===== config.mk =====
export PLATFORM = sky130hd
export DESIGN_NAME = corr_cmd_gen
export DESIGN_NICKNAME = d
export VERILOG_FILES = /design/src/rtl/corr_cmd_gen.sv
export SDC_FILE = /design/constraint.sdc
export NUM_CORES = 1
export LEC_CHECK = 0
export CORE_MARGIN = 5
export CORE_UTILIZATION = 36
export CTS_BUF_LIST = sky130_fd_sc_hd__clkbuf_16
export DETAILED_ROUTE_END_ITERATION = 8
export GPL_TIMING_DRIVEN = 0
export PLACE_DENSITY_LB_ADDON = 0.25
export SLEW_MARGIN = 40
export SYNTH_ARGS = -nofsm -noshare
export SYNTH_HDL_FRONTEND = slang
export SYNTH_SLANG_ARGS = --single-unit

===== constraint.sdc =====
create_clock -name clk -period 1.9 [get_ports clk]
set_input_delay 0.38 -clock clk [delete_from_list [all_inputs] [get_ports clk]]
set_output_delay 0.38 -clock clk [all_outputs]
set_load 0.02 [all_outputs]

===== src/rtl/corr_cmd_gen.sv =====
// Command sequencer for the correlator: clear, per-hit index switches, drain, output switch.
// Optional ACCUM idle timeout is built only when CORR_CMD_TIMEOUT_EN is defined.
module corr_cmd_gen #(
    parameter int HIT_GAP        = 2,
    parameter int DRAIN_CYCLES   = 3,
    parameter int TIMEOUT_CYCLES = 255
) (
    input  logic       clk,
    input  logic       rst_n,
    input  logic       start_i,
    input  logic       hit_valid_i,
    input  logic [5:0] hit_addr_i,
    input  logic       hit_last_i,
    output logic       hit_ready_o,
    output logic [5:0] addr_o,
    output logic [1:0] cmd_o,
    output logic       busy_o,
    output logic [7:0] hit_cnt_o,
    output logic       timeout_o
);
    localparam logic [2:0] S_IDLE  = 3'd0;
    localparam logic [2:0] S_CLEAR = 3'd1;
    localparam logic [2:0] S_ACCUM = 3'd2;
    localparam logic [2:0] S_GAP   = 3'd3;
    localparam logic [2:0] S_DRAIN = 3'd4;
    localparam logic [2:0] S_EMIT  = 3'd5;

    localparam logic [1:0] CMD_HOLD  = 2'b00;
    localparam logic [1:0] CMD_INDEX = 2'b01;
    localparam logic [1:0] CMD_OUT   = 2'b10;
    localparam logic [1:0] CMD_CLEAR = 2'b11;

    // The 01 cycle is the first GAP cycle; after a last hit it precedes the full drain window.
    localparam logic [3:0] GAP_LOAD       = 4'(HIT_GAP - 1);
    localparam logic [3:0] DRAIN_LOAD_HIT = 4'(DRAIN_CYCLES);
    localparam logic [3:0] DRAIN_LOAD_TO  = 4'(DRAIN_CYCLES - 1);

    if (HIT_GAP < 1 || HIT_GAP > 15) begin : g_bad_gap
        $error("HIT_GAP out of range 1..15");
    end
    if (DRAIN_CYCLES < 1 || DRAIN_CYCLES > 15) begin : g_bad_drain
        $error("DRAIN_CYCLES out of range 1..15");
    end
    if (TIMEOUT_CYCLES < 1 || TIMEOUT_CYCLES > 255) begin : g_bad_timeout
        $error("TIMEOUT_CYCLES out of range 1..255");
    end

    logic [2:0] state_q, state_d;
    logic [3:0] cnt_q, cnt_d;
    logic [1:0] cmd_q, cmd_d;
    logic [5:0] addr_q, addr_d;
    logic [7:0] hit_cnt_q, hit_cnt_d;
`ifdef CORR_CMD_TIMEOUT_EN
    localparam logic [7:0] TO_LAST = 8'(TIMEOUT_CYCLES - 1);
    logic [7:0] idle_q, idle_d;
    logic       timeout_q, timeout_d;
`endif

    always_comb begin
        state_d   = state_q;
        cnt_d     = cnt_q;
        cmd_d     = CMD_HOLD;
        addr_d    = addr_q;
        hit_cnt_d = hit_cnt_q;
`ifdef CORR_CMD_TIMEOUT_EN
        idle_d    = idle_q;
        timeout_d = 1'b0;
`endif
        case (state_q)
            S_IDLE: begin
                if (start_i) begin
                    state_d   = S_CLEAR;
                    cmd_d     = CMD_CLEAR;
                    addr_d    = 6'd0;
                    hit_cnt_d = 8'd0;
                end
            end
            S_CLEAR: begin
                state_d = S_ACCUM;
`ifdef CORR_CMD_TIMEOUT_EN
                idle_d  = 8'd0;
`endif
            end
            S_ACCUM: begin
                if (hit_valid_i) begin
                    cmd_d  = CMD_INDEX;
                    addr_d = hit_addr_i;
                    if (hit_cnt_q != 8'hFF) hit_cnt_d = hit_cnt_q + 8'd1;
                    if (hit_last_i) begin
                        state_d = S_DRAIN;
                        cnt_d   = DRAIN_LOAD_HIT;
                    end else begin
                        state_d = S_GAP;
                        cnt_d   = GAP_LOAD;
                    end
`ifdef CORR_CMD_TIMEOUT_EN
                    idle_d = 8'd0;
                end else if (idle_q == TO_LAST) begin
                    state_d   = S_DRAIN;
                    cnt_d     = DRAIN_LOAD_TO;
                    timeout_d = 1'b1;
                    idle_d    = 8'd0;
                end else begin
                    idle_d = idle_q + 8'd1;
`endif
                end
            end
            S_GAP: begin
                if (cnt_q == 4'd0) state_d = S_ACCUM;
                else cnt_d = cnt_q - 4'd1;
            end
            S_DRAIN: begin
                if (cnt_q == 4'd0) begin
                    state_d = S_EMIT;
                    cmd_d   = CMD_OUT;
                end else begin
                    cnt_d = cnt_q - 4'd1;
                end
            end
            S_EMIT:  state_d = S_IDLE;
            default: state_d = S_IDLE;
        endcase
    end

    always_ff @(posedge clk or negedge rst_n) begin
        if (!rst_n) begin
            state_q   <= S_IDLE;
            cnt_q     <= 4'd0;
            cmd_q     <= CMD_HOLD;
            addr_q    <= 6'd0;
            hit_cnt_q <= 8'd0;
        end else begin
            state_q   <= state_d;
            cnt_q     <= cnt_d;
            cmd_q     <= cmd_d;
            addr_q    <= addr_d;
            hit_cnt_q <= hit_cnt_d;
        end
    end

`ifdef CORR_CMD_TIMEOUT_EN
    always_ff @(posedge clk or negedge rst_n) begin
        if (!rst_n) begin
            idle_q    <= 8'd0;
            timeout_q <= 1'b0;
        end else begin
            idle_q    <= idle_d;
            timeout_q <= timeout_d;
        end
    end
    assign timeout_o = timeout_q;
`else
    assign timeout_o = 1'b0;
`endif

    assign hit_ready_o = (state_q == S_ACCUM);
    assign busy_o      = (state_q != S_IDLE);
    assign cmd_o       = cmd_q;
    assign addr_o      = addr_q;
    assign hit_cnt_o   = hit_cnt_q;
endmodule

---- Word level (Yosys, flattened, before mapping) ----
Index checks and enable logic that the tools add are counted.
operators by class
  add/sub/neg operators ................... 2
  eq/ne operators ......................... 11
  muxes and demuxes ....................... 21
  reduce and logical (&&, ||, !) cells .... 10
operator list
  kind                 count
  $mux 8               3
  $pmux 8 s2           1
  $mux 3               5
  $pmux 3 s5           1
  $mux 6               2
  $pmux 6 s2           1
  $ne 2x2->1 const B   5
  $add 8x1->8 const B  1
  $mux 4               2
  $ne 8x8->1 const B   1
  $pmux 4 s2           1
  $reduce_and 4->1     2
  $eq 3x2->1 const B   2
  $mux 2               3
  $pmux 2 s3           1
  $reduce_and 3->1     2
  $logic_not 4->1      1
  $reduce_bool 2->1    2
  $sub 4x1->4 const B  1
  $eq 3x1->1 const B   1
  $eq 3x3->1 const B   1
  $logic_not 3->1      1
  $reduce_bool 3->1    1
  $ne 2x1->1 const B   1
  2 further kinds      2
storage, ports and cells
  register bits ........................... 23
  output and inout bits ................... 19
  word-level logic and storage cells ...... 49
  input port bits ......................... 11

---- Logic depth before layout (Yosys ltp) ----
  word-level depth ........................ 4
  depth in mapped cells ................... 6

---- Worst setup path after synthesis ----
OpenSTA, ideal clock, no wires.
  kind .................................... reg-to-reg
  from .................................... register hit_cnt_q[0], in the netlist hit_cnt_o[0]
  to ...................................... register hit_cnt_q[3], in the netlist hit_cnt_o[3]
  arrival time ............................ 1,481 ps
  cell stages (with the launch flop) ...... 6
  setup slack ............................. 295 ps
  clock period less this slack ............ 1,605 ps
  required time ........................... 1,776 ps
  path through ............................ dfrtp_1 -> ha_1 -> and4_1 -> nand2_1 -> a41oi_1 -> a211o_1
between the ends
  longest elaborated chain between the ends .. 4
  elaborated cells between the ends (all ways) .. 7
RTL lines
  item                    line  RTL
  start, declared         52    logic [7:0] hit_cnt_q, hit_cnt_d;
  start signal, assigned  137   hit_cnt_q <= hit_cnt_d;
  $add 8x1->8             88    if (hit_cnt_q != 8'hFF) hit_cnt_d = hit_cnt_q + 8'd1;
  $mux 8                  88
  $mux 8                  85    if (hit_valid_i) begin
  $pmux 8 s2              69    case (state_q)
Parallel ways exist; a longest one is shown, timed or not. The select of a mux whose other input is x is not followed.
A chain may end at the register's enable or synchronous reset.

---- Worst setup path after layout ----
  from .................................... register state_q[2]
  to ...................................... output port hit_ready_o
between the ends
  longest elaborated chain between the ends .. 1
RTL lines
  item                    line  RTL
  start, declared         48    logic [2:0] state_q, state_d;
  start signal, assigned  133   state_q <= state_d;
  $eq 3x2->1              156   assign hit_ready_o = (state_q == S_ACCUM);
  end, declared           14    output logic hit_ready_o,
Every way passes these cells.

==> run summary <==
die extent in x: 68.1 µm
fillers: 321
max-cap violation count: 0
CP required: 1.52 ns
final HPWL from detailed placement: 1.93 mm
Final Max Tran Viols: 0
reg-to-reg endpoint: cnt_q[1]
Final Util: 49.7%
row count: 21
HP Class: in2async
Avg Cell Area, Syn: 10.5 µm²
proportion of layout cells with a drive suffix above 1: 14.0%
PD cells: 1650 nW/µm²
Worst R2R Setup Slack: 0.15 ns
largest family of logic cells by synthesized area: simple AND/OR/NAND/NOR gates
CTS Buf Count: 3
largest net degree at the start of global routing: 24
reg-to-reg startpoint: cnt_q[0]
post-synthesis mux area share: 1.65%
Crit Path Class: reg2out
DRT Wirelength: 2.68 mm
initial drt markers: 52
worst hold margin: 0.0937 ns
max_slew headroom: 65.6%
mapped cell area: 1210 µm²
first-pass GRT wire length: 4.56 mm
skew final: 0.00274 ns
Worst Setup End Kind: primary output
number of synthesized flops with an enable pin: 0
H-tree depth: 1
worst ir drop on vdd: 0.607 mV
Clock Tree Root: clkbuf_16
drt via density: 5.17
Hold-fix buffers, CTS: 0
Hold Vio Cnt, Final: 0
Synth Area in Simple Gates: 21.2%
adder-cell share of the synthesized area: 2.06%
fin crit share: 95.4%
later-pin clock latency in the skew report: 0.25 ns
placed instance count: 190
worst slew pin tran: 0.515 ns
Reg clk slew, reported paths: 0.06 ns
vias in the first global route: 988
reg2reg path depth: 6
deepest clock path buffer count: 2
post-synthesis instance total: 116
Yosys warning count: 0
Post-route DRC: 0
CTS sink cnt: 23
startpoint class of the critical path: flip-flop
crit path time final: 1.81 ns
Core Region: 3310 µm²
CTS tree: done
CP arrival: 1.43 ns
Die Ht: 68.1 µm
Total Routing Usage GR: 13.0%
Synth Area in XOR/XNOR: 0.721%
worst-path fanout max: 10
GRT overflow: 0
status: finished clean
Antenna diodes: 0
DR WL/cell: 13.7 µm
most area-consuming cells after synthesis: dfrtp_1 (47%), a22o_1 (5.8%), a21oi_1 (3.3%)
Initial Utilization: 36.7%
initial antenna violation count: 0
area post-placement: 1550 µm²
Distinct cells, synth: 44
gpl congestion: 0.807
# port buffers: 28
Seq/Total Area, Yosys: 47.4%
post-route ant nets: 0
total chip power: 0.00271 W
final non-filler cell total: 196
fin area: 1650 µm²
largest area contributor in the netlist: dfrtp_1
Syn Nets: 129
final count of negative-setup-slack endpoints: 0
Leakage Power: 0.721 nW
Synth Register Bits: 23
DR pass1 iterations: 4
unrepaired setup endpoints after global routing: false
top-area cell type share of the netlist area: 47.4%
nets@finish: 164
Synth Area in Compound Gates: 21.1%
Max Clk Rate: 0.552 GHz
Area Growth Syn to Fin: 35.4%
ys async rst share: 100%
num ports: 30
Vias: 1,013
die area: 4640 µm²
Main synth FF type: dfrtp_1
[registers in the layout, indices dropped and copies added (netlist names)]
| register | flops |
|---|---|
| hit_cnt_o | 8 |
| addr_o | 6 |
| cnt_q | 4 |
| state_q | 3 |
| cmd_o | 2 |
[cell usage after synthesis, types with 2 or more instances]
master	n
nand4_1	2
ha_1	2
buf_6	2
nand3_1	5
a41oi_1	2
a32o_1	2
a21oi_1	8
dfrtp_1	23
a211o_1	2
o21ai_0	3
buf_2	3
nand2_1	10
and3_1	2
mux2i_1	2
inv_1	3
or3b_1	2
a22o_1	8
a31oi_1	2
buf_4	2
o31ai_1	2
nor2_1	5
a21o_1	2
[where the power goes]
group,leakage (nW),total [W],internal (W),switching [W]
clock,0.0409,0.000450,0.000283,0.000167
sequential,0.297,0.000840,0.000680,0.000160
combinational,0.383,0.00142,0.000701,0.000719
total,0.721,0.00271,0.00166,0.00105
[cell type report]
| class | count | area, µm² | share of cell area [%] |
|---|---|---|---|
| Buffer | 7 | 52.6 | 3.19 |
| Clock buffer | 3 | 75.1 | 4.56 |
| Clock inverter | 1 | 5.00 | 0.304 |
| Inverter | 4 | 15.0 | 0.913 |
| Multi-Input combinational cell | 82 | 578 | 35.1 |
| Sequential cell | 23 | 576 | 35.0 |
| Tap cell | 46 | 57.6 | 3.50 |
| Timing Repair Buffer | 30 | 287 | 17.4 |
[cells by family after synthesis]
kind of cell,count (synthesis)
and+or+nand+nor,41
AOI/OAI and AO/OA,35
DFF,23
buffers and inverters,11
adders and majority gates,2
muxes,2
other,1
xor gates and xnor gates,1
[how the worst max path moves through the flow]
stage | from | endpoint | slack, ns
after floorplan | hit_cnt_o[0] | hit_cnt_o[3] | 0.30
after global placement | hit_valid_i | cnt_q[2] | -0.21
after detailed placement | hit_valid_i | cnt_q[2] | -0.23
after CTS | state_q[0] | busy_o | 0.01
after global routing | state_q[2] | hit_ready_o | 0.008
final | state_q[2] | hit_ready_o | 0.09
[cells in the final DEF, fill, tap and decap left out, types with 2 or more instances in the layout]
master,instances
buf_4,4
or3b_1,2
a21oi_1,8
a22o_1,8
buf_2,4
and3_1,2
nand2_1,10
a32o_1,2
a211o_1,2
mux2i_1,2
a41oi_1,2
o21ai_0,3
buf_6,2
dfrtp_1,23
a31oi_1,2
nand4_1,2
o31ai_1,2
a21o_1,2
inv_1,3
nand3_1,5
ha_1,2
clkdlybuf4s50_1,25
clkbuf_16,3
nor2_1,5
[critical path, stage by stage, from the launching register on]
cell and delay (ns):
dfrtp_1 0.37, buf_2 0.19, nor3b_4 0.31, clkdlybuf4s15_2 0.31
[through the flow]
| step | TNS, ns | setup slack, ns |
|---|---|---|
| finish | 0 | 0.0872 |
| CTS | 0 | 0.0140 |
| global route | 0 | 0.00841 |
| global placement | -1.10 | -0.206 |
| detailed placement | -1.37 | -0.228 |
| floorplan | 0 | 0.295 |
[per-layer routing]
metal | vias up | global-route usage [%] | routed length [µm]
li1 | 505 | - | -
met2 | 20 | 21.9 | 1290
met3 | 2 | 3.78 | 143
met4 | 0 | 4.22 | 19
met5 | - | 0 | 0
met1 | 486 | 15.8 | 1220
[what timing repair did]
item | 4_1_cts | 5_1_grt
resized for setup | 6 | 1
endpoints found under the setup margin | 2 | 4
pin swaps | 0 | 2
setup buffers | 0 | 2
Power figures use the tool's default switching activity.
==> RTL edit 1: new RTL, same settings <==
Build with the macro `CORR_CMD_TIMEOUT_EN` defined.
--- a/src/rtl/corr_cmd_gen.sv
+++ b/src/rtl/corr_cmd_gen.sv
@@ -1,4 +1,6 @@
 // Command sequencer for the correlator: clear, per-hit index switches, drain, output switch.
 // Optional ACCUM idle timeout is built only when CORR_CMD_TIMEOUT_EN is defined.
+`define CORR_CMD_TIMEOUT_EN
+
 module corr_cmd_gen #(
     parameter int HIT_GAP        = 2,
Formal check against the unedited RTL: same outputs for any inputs over 10 cycles, from zero or initial values and one cycle with rst_n low; that may be too few to reach the edited logic, so the function may still have changed.
==> RTL edit 1 against the unedited design <==
- critical path depth grew 3
- sequential cell count increased by 9
- total power rose by 32%
- synthesized area is 38% higher
- cell area up 42%
- critical path type unchanged
- worst hold slack worse by 93 ps
- maximum frequency down 1.3%
- wire length rose by 44%
- combinational power rose by 18%
- worst setup slack got worse by 23 ps
==> RTL edit 1: results (changes against the unedited design) <==
status: "completed"  # unchanged
viasPerCell: 5.20  # was 5.17
numPortBuffers: 29  # was 28
cp.arrival_ps: 1460  # was 1430 ps
dp_cells: 264  # was 190
pre_cts_ws_ps: -681  # was -228 ps
synthCells: 182  # was 116
first_pass_iters: 4  # unchanged
grt_max_degree: 22  # was 24
fill_cells: 407  # was 321
first_iter_violations: 39  # was 52
antenna_found_initial: 0  # unchanged
grt_first_pass_wirelength_mm: 6.51  # was 4.56 mm
fin_skew_ps: 3.68  # was 2.74 ps
async_flop_share_pct: 100  # unchanged
num-nets-final: 242  # was 164
synthesis.nets: 197  # was 129
ir_worst_vdd_v: 0.000762  # was 0.000607 V
h-tree-depth: 2  # was 1
drt_wl_total_mm: 3.85  # was 2.68 mm
grt_pass1_vias: 1421  # was 988
relSlewSlack_pct: 76.7  # was 65.6%
drive_above_1_share_pct: 19.7  # was 14.0%
dp_hpwl_mm: 2.69  # was 1.93 mm
yosysUniqueCellTypes: 45  # was 44
yosysSeqAreaShare_pct: 47.9  # was 47.4%
grt_use_total_pct: 13.1  # was 13.0%
synth_area_leaders: "dfrtp_1 (48%), nand2_1 (6.5%), o21ai_0 (5.7%)"  # was dfrtp_1 (47%), a22o_1 (5.8%), a21oi_1 (3.3%)
worstSkewPairLatency_ps: 270  # was 250 ps
hold_viol: 0  # unchanged
leakage_nw: 1.04  # was 0.721 nW
cts_buffers: 5  # was 3
final_cells: 280  # was 196
ys_top_cells_by_count: "dfrtp_1 (32), nand2_1 (29), o21ai_0 (19)"  # was dfrtp_1 (23), nand2_1 (10), a21oi_1 (8), a22o_1 (8)
place.gp.congestion: 0.799  # was 0.807
cts.path.max_buffers: 2  # unchanged
## RTL edit 1: changes by cell type in the layout (fill, tap and decap cells not counted), moves of 6 or more
cell / before / now
dfrtp_1: 23 / 31
nand3_1: 5 / 13
o21ai_0: 3 / 18
a22o_1: 8 / 0
nand2_1: 10 / 28
buf_4: 4 / 10
nor2_1: 5 / 11
## RTL edit 1: power breakdown
part | leakage [nW] | total, mW | switching (mW) | internal [mW]
combinational | 0.531 | 1.67 | 0.929 | 0.736
clock | 0.0798 | 0.900 | 0.286 | 0.615
sequential | 0.430 | 0.998 | 0.129 | 0.870
total | 1.04 | 3.56 | 1.34 | 2.22
## RTL edit 1: final timing paths
kind | end | cells after the start | from | slack (ps)
max in group asynchronous | cnt_q[0] | 2 | rst_n | 1500
hold / removal | hit_cnt_o[0] | 1 | rst_n | 1
hold reg to reg | addr_o[4] | 2 | addr_o[4] | 460
min in group clk | addr_o[4] | 2 | addr_o[4] | 460
setup reg to reg | state_q[0] | 6 | state_q[1] | 60
setup / recovery | hit_ready_o | 6 | state_q[0] | 60
## RTL edit 1: routing by layer
layer	up-vias	GRT usage, %	routed length, µm
li1	737	-	-
met1	682	16.7	1860
met4	0	4.20	34
met5	-	0	0
met3	4	4.00	224
met2	32	21.3	1730
## RTL edit 1: cells by family (layout without fill, tap and decap cells)
logic type,after synthesis,after routing,synth area share [%]
muxes,6,6,3.74
buffers and inverters,14,60,4.12
AOI/OAI and AO/OA,44,44,16.8
adders and majority gates,4,4,2.99
DFF,32,32,47.9
xor gates and xnor gates,4,4,2.10
and+or+nand+nor,78,78,22.3
## RTL edit 1: layout make-up
cell class	count	area, µm²	share of cell area, %
Buffer	7	56.3	2.41
Multi-Input combinational cell	136	845	36.2
Timing Repair Buffer	38	363	15.5
Sequential cell	32	802	34.4
Clock inverter	3	42.5	1.82
Tap cell	52	65.1	2.79
Clock buffer	5	125	5.36
Inverter	7	36.3	1.55
## RTL edit 1: timing repair
action,4_1_cts,5_1_grt
setup buffers,2,6
cloned,0,0
resized for setup,22,13
setup endpoints to repair,8,10
pin swaps,1,4
## RTL edit 1: stage by stage
stage / utilization, % / area [µm²]
3_3_place_gp: 45.6 / 2030
4_1_cts: 50.7 / 2250
5_1_grt: 52.5 / 2330
3_5_place_dp: 46.1 / 2050
6_report: 52.5 / 2330
2_1_floorplan: - / 1670
## RTL edit 1: critical path, stage by stage, from the launching register on
cell and delay, ps:
dfrtp_1 350, buf_4 170, nor2_4 150, nand2_4 90
inv_6 100, clkbuf_8 180, buf_4 150
==> RTL edit 2: new RTL, config.mk and constraints unchanged <==
Made on the original files. `addr_q` no longer has a reset.
--- a/src/rtl/corr_cmd_gen.sv
+++ b/src/rtl/corr_cmd_gen.sv
@@ -128,5 +128,4 @@
             cnt_q     <= 4'd0;
             cmd_q     <= CMD_HOLD;
-            addr_q    <= 6'd0;
             hit_cnt_q <= 8'd0;
         end else begin
@@ -134,7 +133,10 @@
             cnt_q     <= cnt_d;
             cmd_q     <= cmd_d;
-            addr_q    <= addr_d;
             hit_cnt_q <= hit_cnt_d;
         end
+    end
+
+    always_ff @(posedge clk) begin
+        addr_q <= addr_d;
     end
 
Function: differs if rst_n is asserted again (counterexample within 4 cycles, from zero or initial values and one cycle with rst_n low); with rst_n held inactive, the same outputs for 10 cycles.
==> RTL edit 2 against the unedited design <==
- clock power about the same
- largest cell class is now sequential cells
- sequential cell count unchanged
- synthesized area up 2.7%
- core utilization up 0.21 points
- wire length up 4.2%
- cell area up 1.2%
- clock skew about the same
- total power down 11%
- critical path depth up 2
- worst setup slack worse by 25 ps
==> RTL edit 2: results (changes against the unedited design) <==
leakage_nw: 0.720  # was 0.721 nW
grt_max_degree: 18  # was 24
grt_use_total_pct: 13.2  # was 13.0%
place.gp.congestion: 0.737  # was 0.807
synth_area_leaders: "dfrtp_1 (34%), edfxtp_1 (14%), and2_1 (3.0%)"  # was dfrtp_1 (47%), a22o_1 (5.8%), a21oi_1 (3.3%)
switching_share_pct: 37.7  # was 38.6%
yosysUniqueCellTypes: 45  # was 44
slowest_stage: "or3b_1"  # was dfrtp_1
viasPerCell: 5.06  # was 5.17
dp_hpwl_mm: 1.98  # was 1.93 mm
synthesis.nets: 133  # was 129
status: "completed"  # unchanged
yosysSeqAreaShare_pct: 48.5  # was 47.4%
ys_top_cells_by_count: "dfrtp_1 (17), nand2_1 (10), nor2_1 (9)"  # was dfrtp_1 (23), nand2_1 (10), a21oi_1 (8), a22o_1 (8)
place_area_um2: 1590  # was 1550 µm²
dp_cells: 194  # was 190
routedWlPerCell_um: 14.0  # was 13.7 µm
synth_fa_ha_area_share_pct: 2.01  # was 2.06%
muxShareOfSynthArea_pct: 1.71  # was 1.65%
num-nets-final: 167  # was 164
drive_above_1_share_pct: 17.6  # was 14.0%
cp.arrival_ps: 1460  # was 1430 ps
synth-compound-area-share_pct: 18.4  # was 21.1%
synthXorXnorAreaFrac_pct: 0  # was 0.721%
ir_worst_vdd_v: 0.000659  # was 0.000607 V
==> RTL edit 2: final cells by class <==
cell class	instances	share of cell area, %
Timing Repair Buffer	29	16.9
Multi-Input combinational cell	85	34.2
Clock buffer	3	4.51
Inverter	6	1.65
Tap cell	46	3.46
Clock inverter	1	0.225
Buffer	6	2.70
Sequential cell	23	36.4
==> RTL edit 2: worst paths after layout <==
path	start	end	slack (ps)	cells past startpoint
max in group asynchronous	rst_n	cnt_q[2]	1570	1
hold / removal	rst_n	hit_cnt_o[5]	40	1
hold reg to reg	hit_cnt_o[6]	hit_cnt_o[6]	530	1
setup reg to reg	cnt_q[0]	cnt_q[1]	120	6
setup / recovery	state_q[0]	hit_ready_o	60	5
min in group clk	hit_cnt_o[6]	hit_cnt_o[6]	530	1
==> RTL edit 2: metrics by stage <==
step | setup slack (ps) | TNS, ps
final | 62.7 | 0
after global routing | 12.0 | 0
after CTS | 25.8 | 0
after detailed placement | -139 | -765
after global placement | -130 | -676
after floorplan | 252 | 0
==> RTL edit 2: logic make-up after synthesis <==
logic type,Yosys count
simple gates,50
compound gates,30
flops,23
buf+inv,12
mux,2
fa+ha+maj,2
other cells,1
==> RTL edit 2: repair_timing <==
item / in CTS / in global routing
pin swaps: 0 / 0
cloned: 0 / 0
setup endpoints to repair: 2 / 2
buffers inserted: 0 / 1
gates resized for setup: 7 / 1
==> RTL edit 2: critical path, delay by kind of cell, from the launching register on <==
| family | cells | cell delay (ps) |
|---|---|---|
| buf+inv | 4 | 440 |
| simple gates | 1 | 380 |
| flops | 1 | 370 |
==> RTL edit 2: power by group through the flow <==
stage	Clock [mW]	Sequential [mW]	Combinational [mW]
2_1_floorplan	0	0.859	0.726
3_3_place_gp	0	0.766	1.17
3_5_place_dp	0	0.774	1.19
4_1_cts	0.456	0.769	1.19
5_1_grt	0.481	0.781	1.33
6_report	0.450	0.765	1.20
==> RTL edit 2: metal layers <==
| metal | vias to the layer above | part of all wire [%] | global-route usage, % |
|---|---|---|---|
| met3 | 4 | 5.3 | 2.76 |
| li1 | 501 | - | - |
| met4 | 0 | 1.0 | 5.11 |
| met1 | 477 | 44 | 15.8 |
| met5 | - | 0 | 0 |
| met2 | 24 | 50 | 23.0 |
